<file path="config.mk">
export PLATFORM = sky130hd
export DESIGN_NAME = tmds_decoder_align
export DESIGN_NICKNAME = d
export VERILOG_FILES = /design/src/rtl/tmds_decoder_align.sv
export SDC_FILE = /design/constraint.sdc
export NUM_CORES = 1
export LEC_CHECK = 0
export CAP_MARGIN = 5
export CELL_PAD_IN_SITES_DETAIL_PLACEMENT = 1
export CELL_PAD_IN_SITES_GLOBAL_PLACEMENT = 2
export CORE_AREA = 2 2 106 108
export DETAILED_ROUTE_END_ITERATION = 8
export DIE_AREA = 0 0 108 110
export GPL_ROUTABILITY_DRIVEN = 1
export GPL_TIMING_DRIVEN = 0
export PLACE_DENSITY_LB_ADDON = 0.12
export SYNTH_ARGS = -nofsm -noshare
export SYNTH_HDL_FRONTEND = slang
export SYNTH_SLANG_ARGS = --single-unit
</file>
<file path="constraint.sdc">
create_clock -name clk_i -period 9.7 [get_ports clk_i]
set_input_delay 0.97 -clock clk_i [delete_from_list [all_inputs] [get_ports clk_i]]
set_output_delay 0.97 -clock clk_i [all_outputs]
set_load 0.1 [all_outputs]
</file>
<file path="src/rtl/tmds_decoder_align.sv">
// rtl/tmds_decoder_align.sv - TMDS channel symbol aligner and 10b-to-8b decoder
// Optional feature macro: TMDS_DEC_LOSS_CNT_EN (adds lock_loss_cnt_o)
module tmds_decoder_align #(
   parameter int LOCK_CNT = 8,
   parameter int TIMEOUT  = 2048
) (
   input  logic       clk_i,
   input  logic       rst_ni,
   input  logic [9:0] raw_i,
   output logic [7:0] data_o,
   output logic       c0_o,
   output logic       c1_o,
   output logic       de_o,
   output logic       valid_o,
   output logic       locked_o,
   output logic [3:0] offset_o
`ifdef TMDS_DEC_LOSS_CNT_EN
   ,
   output logic [7:0] lock_loss_cnt_o
`endif
);

   localparam int CW = $clog2(LOCK_CNT + 1);
   localparam int TW = $clog2(TIMEOUT + 1);
   localparam logic [CW-1:0] CNT_LOCK = CW'(LOCK_CNT);
   localparam logic [TW-1:0] TMR_MAX  = TW'(TIMEOUT);

   typedef enum logic {SEARCH, LOCKED} state_t;

   state_t        state_q, state_d;
   logic [9:0]    prev_q;
   logic [3:0]    cand_q, cand_d;
   logic [3:0]    off_q, off_d;
   logic [CW-1:0] cnt_q, cnt_d;
   logic [TW-1:0] timer_q, timer_d;
   logic [9:0]    word_q;
   logic          word_vld_q;
   logic [7:0]    data_q, data_d;
   logic          c0_q, c0_d, c1_q, c1_d, de_q, de_d, valid_q;

   logic [19:0]   window;
   logic [9:0]    words [10];
   logic [9:0]    tok_hit;
   logic          any_hit;
   logic [3:0]    first_hit;
   logic [7:0]    dec;

   function automatic logic is_token(input logic [9:0] w);
      return (w == 10'b1101010100) || (w == 10'b0010101011) ||
             (w == 10'b0101010100) || (w == 10'b1010101011);
   endfunction

   // Older word occupies the low half so bit 0 of the window is the earliest bit.
   assign window = {raw_i, prev_q};

   // Slice all ten candidate symbols and flag which ones are control tokens.
   always_comb begin
      for (int k = 0; k < 10; k++) begin
         words[k]   = window[k +: 10];
         tok_hit[k] = is_token(words[k]);
      end
   end

   // Lowest matching offset wins when several alignments look like tokens.
   always_comb begin
      any_hit   = 1'b0;
      first_hit = 4'd0;
      for (int k = 9; k >= 0; k--) begin
         if (tok_hit[k]) begin
            any_hit   = 1'b1;
            first_hit = 4'(k);
         end
      end
   end

   // Alignment FSM: count consecutive hits at one offset, then watch for token loss.
   always_comb begin
      state_d = state_q;
      cand_d  = cand_q;
      off_d   = off_q;
      cnt_d   = cnt_q;
      timer_d = timer_q;
      unique case (state_q)
         SEARCH: begin
            if (!any_hit) begin
               cnt_d = '0;
            end else if (first_hit == cand_q) begin
               cnt_d = cnt_q + CW'(1);
            end else begin
               cand_d = first_hit;
               cnt_d  = CW'(1);
            end
            if (cnt_d == CNT_LOCK) begin
               state_d = LOCKED;
               off_d   = cand_d;
               timer_d = '0;
            end
         end
         LOCKED: begin
            if (tok_hit[off_q]) begin
               timer_d = '0;
            end else begin
               timer_d = timer_q + TW'(1);
               if (timer_d == TMR_MAX) begin
                  state_d = SEARCH;
                  cnt_d   = '0;
               end
            end
         end
         default: state_d = SEARCH;
      endcase
   end

   // Register FSM state, the word history and the aligned symbol for decode.
   always_ff @(posedge clk_i or negedge rst_ni) begin
      if (!rst_ni) begin
         state_q    <= SEARCH;
         prev_q     <= '0;
         cand_q     <= '0;
         off_q      <= '0;
         cnt_q      <= '0;
         timer_q    <= '0;
         word_q     <= '0;
         word_vld_q <= 1'b0;
      end else begin
         state_q    <= state_d;
         prev_q     <= raw_i;
         cand_q     <= cand_d;
         off_q      <= off_d;
         cnt_q      <= cnt_d;
         timer_q    <= timer_d;
         word_q     <= words[off_d];
         word_vld_q <= (state_d == LOCKED);
      end
   end

   // Decode the aligned symbol: control token lookup or transition-minimised data.
   always_comb begin
      data_d = '0;
      c0_d   = 1'b0;
      c1_d   = 1'b0;
      de_d   = 1'b0;
      dec    = word_q[9] ? ~word_q[7:0] : word_q[7:0];
      if (word_vld_q) begin
         unique case (word_q)
            10'b1101010100: {c1_d, c0_d} = 2'b00;
            10'b0010101011: {c1_d, c0_d} = 2'b01;
            10'b0101010100: {c1_d, c0_d} = 2'b10;
            10'b1010101011: {c1_d, c0_d} = 2'b11;
            default: begin
               de_d      = 1'b1;
               data_d[0] = dec[0];
               for (int i = 1; i < 8; i++) begin
                  data_d[i] = word_q[8] ? (dec[i] ^ dec[i-1]) : ~(dec[i] ^ dec[i-1]);
               end
            end
         endcase
      end
   end

   // Output register stage for the decoded symbol.
   always_ff @(posedge clk_i or negedge rst_ni) begin
      if (!rst_ni) begin
         data_q  <= '0;
         c0_q    <= 1'b0;
         c1_q    <= 1'b0;
         de_q    <= 1'b0;
         valid_q <= 1'b0;
      end else begin
         data_q  <= data_d;
         c0_q    <= c0_d;
         c1_q    <= c1_d;
         de_q    <= de_d;
         valid_q <= word_vld_q;
      end
   end

   assign data_o   = data_q;
   assign c0_o     = c0_q;
   assign c1_o     = c1_q;
   assign de_o     = de_q;
   assign valid_o  = valid_q;
   assign locked_o = (state_q == LOCKED);
   assign offset_o = (state_q == LOCKED) ? off_q : cand_q;

`ifdef TMDS_DEC_LOSS_CNT_EN
   logic [7:0] loss_q;

   // Count lock drops caused by token timeout, saturating at 255.
   always_ff @(posedge clk_i or negedge rst_ni) begin
      if (!rst_ni) begin
         loss_q <= '0;
      end else if ((state_q == LOCKED) && (state_d == SEARCH) && (loss_q != 8'hff)) begin
         loss_q <= loss_q + 8'd1;
      end
   end

   assign lock_loss_cnt_o = loss_q;
`endif

endmodule

</file>
Word level (Yosys, flattened, before mapping)
Cells that the tools add are included.
- flip-flop bits (word level): 57
- input port bits: 12
- output and inout bits: 17
- word-level logic and storage cells: 176
- $add $sub $neg: 2
- $lt $le $gt $ge: 2
- eq/ne operators: 50
- muxes and demuxes: 59
- bitwise gates (word level): 17
- reductions and logical operators: 34
- operators with widths (cell ; count):
    10-bit equality test, second input constant ; 22
    10-bit by 8-bit equality test with 1-bit output, second input constant ; 11
    10-bit by 9-bit equality test with 1-bit output, second input constant ; 11
    4-bit two-way mux ; 20
    10-bit binary-select mux with 4-bit select ; 1
    1-bit logical OR ; 30
    1-bit two-way mux ; 27
    12-bit two-way mux ; 2
    8-bit two-way mux ; 3
    12-bit case mux with 2 select lines ; 1
    10-bit two-way mux ; 2
    12-bit by 1-bit adder with 12-bit output, second input constant ; 1
    12-bit equality test, second input constant ; 1
    1-bit inverter ; 8
    8-bit inverter ; 1
    4-bit case mux with 2 select lines ; 1
    1-bit bitwise XOR ; 7
    5-bit greater-or-equal comparator, second input constant ; 1
    4-bit by 5-bit < comparator with 1-bit output, second input constant ; 1
    4-bit inverter with 5-bit output ; 1
    4-bit by 1-bit adder with 4-bit output, second input constant ; 1
    1-bit binary-select mux with 4-bit select ; 1
    4-bit equality test ; 1
    4-bit equality test, second input constant ; 1
    6 further kinds ; 8

Depth between registers and ports, before layout
Gate-level depths: netlist of the first run.
- word-level depth: 25
- depth in mapped cells: 15
- depth with buffers taken out: 12

Worst setup path before layout of the first run
No wires, ideal clock.
- path type: reg-to-output
- start point: reg, netlist name word_vld_q
- end point: out offset_o[1]
- arrival time: 3.212 ns
- slack: 5.518 ns
- cell stages (with the launch flop): 3
- buffers on the path: 1
- cells stage by stage: dfrtp_1 > clkbuf_1 > o21ai_0
- RTL lines (what ; line ; text):
    end, declared ; 16 ; output logic [3:0] offset_o

Final worst setup path of the first run
- start point: in raw_i[1]
- end point: reg word_q[8]
- longest elaborated chain between the ends: 25
- elaborated cells between the ends (all ways): 89
- RTL lines (what ; line ; text):
    start, declared ; 9 ; input logic [9:0] raw_i,
    10-bit equality test or 10-bit by 8-bit equality test with 1-bit output (tied branches) ; 49 ; return (w == 10'b1101010100) || (w == 10'b0010101011) ||
    1-bit logical OR (2 in a row) ; 49 ;
    1-bit logical OR ; 50 ; (w == 10'b0101010100) || (w == 10'b1010101011);
    4-bit two-way mux (10 in a row) ; 69 ; if (tok_hit[k]) begin
    4-bit equality test ; 87 ; end else if (first_hit == cand_q) begin
    4-bit two-way mux ; 87 ;
    4-bit two-way mux ; 85 ; if (!any_hit) begin
    4-bit two-way mux ; 83 ; unique case (state_q)
    4-bit equality test ; 93 ; if (cnt_d == CNT_LOCK) begin
    4-bit two-way mux ; 93 ;
    4-bit two-way mux ; 83 ;
    4-bit inverter with 5-bit output (implied by the code) ; 132 ; word_q <= words[off_d];
    10-bit binary-select mux with 4-bit select (*) ; 132 ;
    10-bit two-way mux (implied by the code) (*) (2 in a row) ; 132 ;
    end signal, assigned ; 132 ;
    end, declared ; 36 ; logic [9:0] word_q;
Every way passes the cells marked *; elsewhere a longest branch is shown, timed or not. The select of a mux whose other input is x is not followed.
A chain may end at the register's enable or synchronous reset.

==> flow_summary_export.csv, run 1 <==
group,metric,value,unit
flow_run,maxCapViolations,0,
clock_tree,cts.path.max_buffers,2,
synth,synth_warnings,0,
synth,synth-seq-cells,57,
synth,synthArstFlopShare,100,%
layout,final_util,45.8,%
layout,nFillCells,1309,
layout,antenna_cells,0,
timing,rsz0062_at_grt,"no",
worst_setup_path,critPathLaunchType,"input pin",
placed_design,hpwlAfterDp,9940,um
worst_setup_path,crit_required,9.94,ns
clock_tree,cts_resized,0,
clock_tree,ctsHoldBuffers,0,
synth,synthesis.nets,506,
pwr,power,0.747,mW
timing,setup_ws,4.85,ns
clock_tree,cts_tree,"done",
layout,final_nets,546,
detailed_routing,routed_wl,13300,um
timing,timing.hold.ws,0.513,ns
timing,hold_violations,0,
layout,finalNonFillerCells,677,
clock_tree,tritoncts.num_buffers,9,
floorplanning,start_util,39.3,%
synth,synthFlopType,"dfrtp_1",
timing,max_slew_margin,35.0,%
clock_tree,cts_setup_buffers,0,
detailed_routing,drtIter0Drc,221,
grt,grt_pass1_wl,21700,um
detailed_routing,via_per_inst,5.94,
clock_tree,h-tree-depth,3,
floorplanning,num_rows,38,
detailed_routing,drc,0,
floorplanning,die_w,108,um
floorplanning,core,10700,sq um
detailed_routing,drt_first_pass_iters,5,
worst_setup_path,crit_fanout,11,
clock_tree,clock_latency,0.36,ns
detailed_routing,wl_per_cell,19.6,um
placed_design,io_buffers,28,
placed_design,place_inst,661,
synth,synth_top_cell_by_area,"dfrtp_1",
timing,min_period,4.85,ns
timing,tns,0,ns
synth,synth.area.top_cells,"dfrtp_1 34%, o21ai_0 6.7%, nand2b_1 3.9%",
floorplanning,io_pins,29,
synth,synthMostInstantiatedCell,"dfrtp_1",
worst_setup_path,arrival,5.09,ns
hold_path,min_from,"word_vld_q",
worst_setup_path,worstRegToRegCells,12,
grt,antenna_found_initial,0,
clock_tree,clockRootBuffer,"clkbuf_8",
layout,seqCellArea,1430,sq um
placed_design,pre_cts_ws,4.55,ns
pwr,pwr_density_cell,153,nW/um^2
floorplanning,dieArea,11900,sq um
timing,final-setup-viol-count,0,
synth,yosysTopAreaCellShare,33.9,%
layout,drive_gt1_share,11.2,%
placed_design,gp_congestion,0.799,
synth,ys_seq_area_share,33.9,%
layout,fin_area,4890,sq um
synth,synth_edf_count,0,
outcome,status,"finished clean",
hold_path,min_to,"valid_o",
worst_setup_path,crit_type,"input pin to register",
timing,slew_violations,0,
hold_path,holdCritPathClass,"register to register",
worst_setup_path,r2r-start,"prev_q[7]",
floorplanning,die_h,110,um
worst_setup_path,end_kind,"register",
detailed_routing,ant_nets,0,
detailed_routing,vias,4022,
grt,grt_overflow,0,
synth,synth_cell_types,70,
timing,post-route-period-util,50.0,%
grt,grt_max_degree,32,
clock_tree,cts.reportedPaths.clkPinSlew,0.07,ns
synth,synth_common_cells,"57 x dfrtp_1, 56 x o21ai_0, 34 x nand2_1",
grt,grt_pass1_vias,4050,
worst_setup_path,r2r_end,"word_q[8]",
pwr,max-vdd-ir-drop,0.0637,mV
timing,fin_worst_skew,0.00963,ns
placed_design,post_dp_cell_area,4680,sq um
timing,worst_pin_slew,0.971,ns
synth,syn_area_per_cell,8.55,sq um
clock_tree,clock-sinks,57,
grt,grt_use_total,23.7,%
synth,syn_inst,492,
layout,multiInputGateArea,2540,sq um
synth,synth.cell_area,4210,sq um
layout,area_delta_synth_final,16.4,%
hold_path,holdPathStages,0,
pwr,leakagePower,1.91,nW
worst_setup_path,regToRegSetupSlack,5.60,ns
timing,max_freq,206,MHz
-- layer usage --
| layer | part of all wire [%] | up-vias | global-route usage [%] | routed length, um |
|---|---|---|---|---|
| met5 | 0 | - | 0 | 0 |
| met2 | 49 | 79 | 41.2 | 6550 |
| met3 | 4.0 | 17 | 4.41 | 532 |
| met1 | 45 | 2007 | 29.9 | 5960 |
| li1 | - | 1919 | - | - |
| met4 | 1.8 | 0 | 7.33 | 233 |
-- placed cells by master (no fill, tap or decap), drive strengths merged, types with 6 or more instances in the layout --
cell and count:
nand4 8, o22ai 16, nand2 34, nor4 7, o22a 10, mux2 6, and3 9, nand2b 26
buf 19, nand3 23, xnor2 16, a21oi 8, a211oi 16, nor3 11, a22oi 14, a31oi 6
nor2 34, dfrtp 57, inv 15, o21ai 57, clkdlybuf4s50 27, clkbuf 29
-- layout make-up --
type / count / share of cell area, %
buffer: 37 / 3.89
multi-input combinational: 384 / 51.8
timing repair buffer: 29 / 6.03
tap: 140 / 3.58
inverter: 14 / 1.07
sequential: 57 / 29.1
clock buffer: 9 / 2.53
clock inverter: 7 / 1.92
-- worst max-delay path, stage by stage --
cell and delay (ns):
clkdlybuf4s50_1 0.72, or3b_1 0.45, or4_1 0.49, o31a_2 0.18, and4_1 0.16, buf_2 0.17
xnor2_2 0.15, nor3_2 0.48, clkbuf_1 0.41, a22oi_1 0.16, nor2_1 0.26, mux2i_1 0.15
a211o_1 0.32
-- logic make-up after synthesis --
group                    synth area share [%]
AND/OR/NAND/NOR                          26.3
multiplexers                             3.87
flip-flops                               33.9
buffers and inverters                    5.77
adder cells (fa/ha/maj)                 0.595
XOR/XNOR                                 3.72
AO/OA/AOI/OAI                            25.8
-- how the worst max path moves through the flow --
stage | startpoint | slack, ns | depth (start not counted) | endpoint
after floorplan | word_vld_q | 5.52 | 2 | offset_o[1]
after global placement | raw_i[1] | 4.64 | 13 | word_q[8]
after detailed placement | raw_i[1] | 4.55 | 13 | word_q[8]
after CTS | raw_i[1] | 4.92 | 13 | word_q[8]
after global routing | raw_i[1] | 4.65 | 13 | word_q[8]
final | raw_i[1] | 4.85 | 13 | word_q[8]
-- state kept, by name (all words and copies together) (netlist names) --
| register | flops |
|---|---|
| cand_q | 4 |
| prev_q | 10 |
| timer_q | 12 |
| de_o | 1 |
| off_q | 4 |
| valid_o | 1 |
| data_o | 8 |
| c0_o | 1 |
| word_q | 10 |
| word_vld_q | 1 |
| c1_o | 1 |
| cnt_q | 4 |
-- power by group --
group / internal, mW / total [mW] / leakage (nW) / switching (mW)
clock network: 0.144 / 0.254 / 0.106 / 0.110
registers: 0.248 / 0.262 / 0.744 / 0.0137
logic: 0.0700 / 0.231 / 1.07 / 0.161
total: 0.462 / 0.747 / 1.91 / 0.285
(Power assumes the default switching activity.)
==> run 2, diff against run 1 <==
- CORE_AREA: 2 2 106 108 -> 2 2 110 112
- DIE_AREA: 0 0 108 110 -> 0 0 112 114
- clock period: 9.7 -> 4.8 ns (I/O delays scaled with it)
==> flow_summary_export.csv, run 2 (synthesis results as in run 1) <==
group,metric,value,unit
detailed_routing,routed_wl,13900,um
detailed_routing,via_per_inst,5.92,
layout,final_nets,546,
flow_run,maxCapViolations,0,
detailed_routing,drtIter0Drc,271,
placed_design,io_buffers,28,
layout,drive_gt1_share,11.0,%
worst_setup_path,crit_fanout,11,
clock_tree,cts.reportedPaths.clkPinSlew,0.05,ns
floorplanning,die_w,112,um
timing,tns,0,ns
timing,hold_violations,0,
timing,setup_ws,0.444,ns
layout,top_regs,"timer_q: 12 flops, prev_q: 10 flops, word_q: 10 flops",
layout,area_delta_synth_final,18.5,%
pwr,power,1.65,mW
floorplanning,dieArea,12800,sq um
timing,rsz0062_at_grt,"no",
grt,met2_usage,37.4,%
detailed_routing,drt_first_pass_iters,5,
timing,post-route-period-util,90.8,%
clock_tree,clock_latency,0.34,ns
layout,regMostFlops,"timer_q",
pwr,pwr-share-seq,32.1,%
detailed_routing,wl_per_cell,20.3,um
detailed_routing,ant_nets,0,
clock_tree,cts_setup_buffers,0,
clock_tree,tritoncts.num_buffers,9,
clock_tree,h-tree-depth,3,
clock_tree,ctsHoldBuffers,0,
grt,grt_pass1_wl,22800,um
grt,grt_overflow,0,
timing,max_freq,230,MHz
detailed_routing,drc,0,
worst_setup_path,crit_type,"input pin to register",
pwr,leakagePower,1.95,nW
clock_tree,clockRootBuffer,"clkbuf_16",
pwr,pwr_density_cell,332,nW/um^2
pwr,internal_power,1.06,mW
timing,min_period,4.36,ns
layout,final_common_cell,"dfrtp_1",
pwr,max-vdd-ir-drop,0.277,mV
timing,final-setup-viol-count,0,
clock_tree,cts.path.max_buffers,2,
clock_tree,cts_resized,0,
pwr,pwr-share-clk,39.4,%
placed_design,hpwlAfterDp,10100,um
pwr,p_sw,0.597,mW
worst_setup_path,end_kind,"register",
worst_setup_path,r2r_end,"word_q[9]",
hold_path,holdCritPathClass,"input pin to async pin",
worst_setup_path,arrival,4.57,ns
layout,largest_register_ffs,12,
worst_setup_path,worstRegToRegCells,13,
timing,fin_worst_skew,0.00705,ns
floorplanning,die_h,114,um
grt,antenna_found_initial,0,
layout,layout_common_cells,"57 x dfrtp_1, 56 x o21ai_0, 34 x nand2_1, 32 x nor2_1, 27 x clkdlybuf4s50_1",
worst_setup_path,regToRegSetupSlack,0.78,ns
floorplanning,start_util,35.9,%
placed_design,gp_congestion,0.824,
grt,grt_pass1_vias,4227,
timing,slew_violations,0,
pwr,p_comb_share,28.5,%
floorplanning,core,11700,sq um
grt,grt_most_used_layer,"met2",
floorplanning,num_rows,40,
grt,grt_use_met3,3.08,%
floorplanning,io_pins,29,
layout,antenna_cells,0,
worst_setup_path,critPathLaunchType,"input pin",
worst_setup_path,r2r-start,"prev_q[4]",
timing,worst_pin_slew,0.983,ns
pwr,p_sw_share,36.1,%
placed_design,pre_cts_ws,0.187,ns
grt,use_met1,30.3,%
grt,grt_use_total,22.7,%
grt,grt_max_degree,40,
worst_setup_path,startpoint,"raw_i[1]",
timing,max_slew_margin,34.3,%
clock_tree,clock-sinks,57,
clock_tree,cts_tree,"done",
outcome,status,"finished clean",
detailed_routing,vias,4052,
worst_setup_path,crit_required,5.01,ns
worst_setup_path,cp-endpoint,"word_q[0]",
==> run 2: how the worst min path moves through the flow <==
stage / start / cells after the start / slack (ns) / endpoint
finish: rst_ni / 1 / 0.10 / word_vld_q
global route: rst_ni / 1 / 0.14 / prev_q[1]
CTS: rst_ni / 1 / 0.12 / word_vld_q
detailed placement: rst_ni / 1 / 0.48 / cnt_q[1]
global placement: word_vld_q / 0 / 0.50 / valid_o
floorplan: rst_ni / 0 / 0.18 / c0_o
==> run 2: per-layer routing <==
metal / wire length [um] / vias up
met1: 6520 / 2049
met4: 307 / 0
li1: - / 1917
met3: 436 / 20
met2: 6600 / 66
met5: 0 / -
==> run 2: critical path: stages <==
cell and delay [ns]:
clkdlybuf4s50_1 0.72, or3b_1 0.45, or4_1 0.49, o31a_2 0.18, and4_1 0.16, buf_2 0.16, xnor2_2 0.15, nor3_2 0.52
a21oi_1 0.28, nor2_1 0.46, o21ai_0 0.18, o32a_1 0.33
==> run 2: area by class of cell <==
cell class	instances	area, sq um
fillers	1387	6730
clock inverters	5	55.1
flip-flops and latches	57	1430
plain buffers	37	190
well taps	147	184
inverters	14	52.6
clock buffers	11	243
repair buffers	29	295
multi-input cells	384	2540
==> run 2: metrics by stage <==
| step | cells | area [sq um] | util [%] | hold WS [ns] |
|---|---|---|---|---|
| 6_report | 684 | 4980 | 42.6 | 0.102 |
| 5_1_grt | 684 | 4980 | 42.6 | 0.135 |
| 4_1_cts | 684 | 4980 | 42.6 | 0.117 |
| 3_5_place_dp | 668 | 4690 | 40.0 | 0.482 |
| 3_3_place_gp | 667 | 4670 | 39.9 | 0.503 |
| 2_1_floorplan | 492 | 4210 | - | 0.184 |
==> run 2: power by group through the flow <==
stage          registers [mW]  logic (mW)  clock network, mW
2_1_floorplan           0.529       0.338                  0
3_3_place_gp            0.537       0.457                  0
3_5_place_dp            0.538       0.467                  0
4_1_cts                 0.530       0.469              0.668
5_1_grt                 0.535       0.503              0.686
6_report                0.530       0.471              0.652
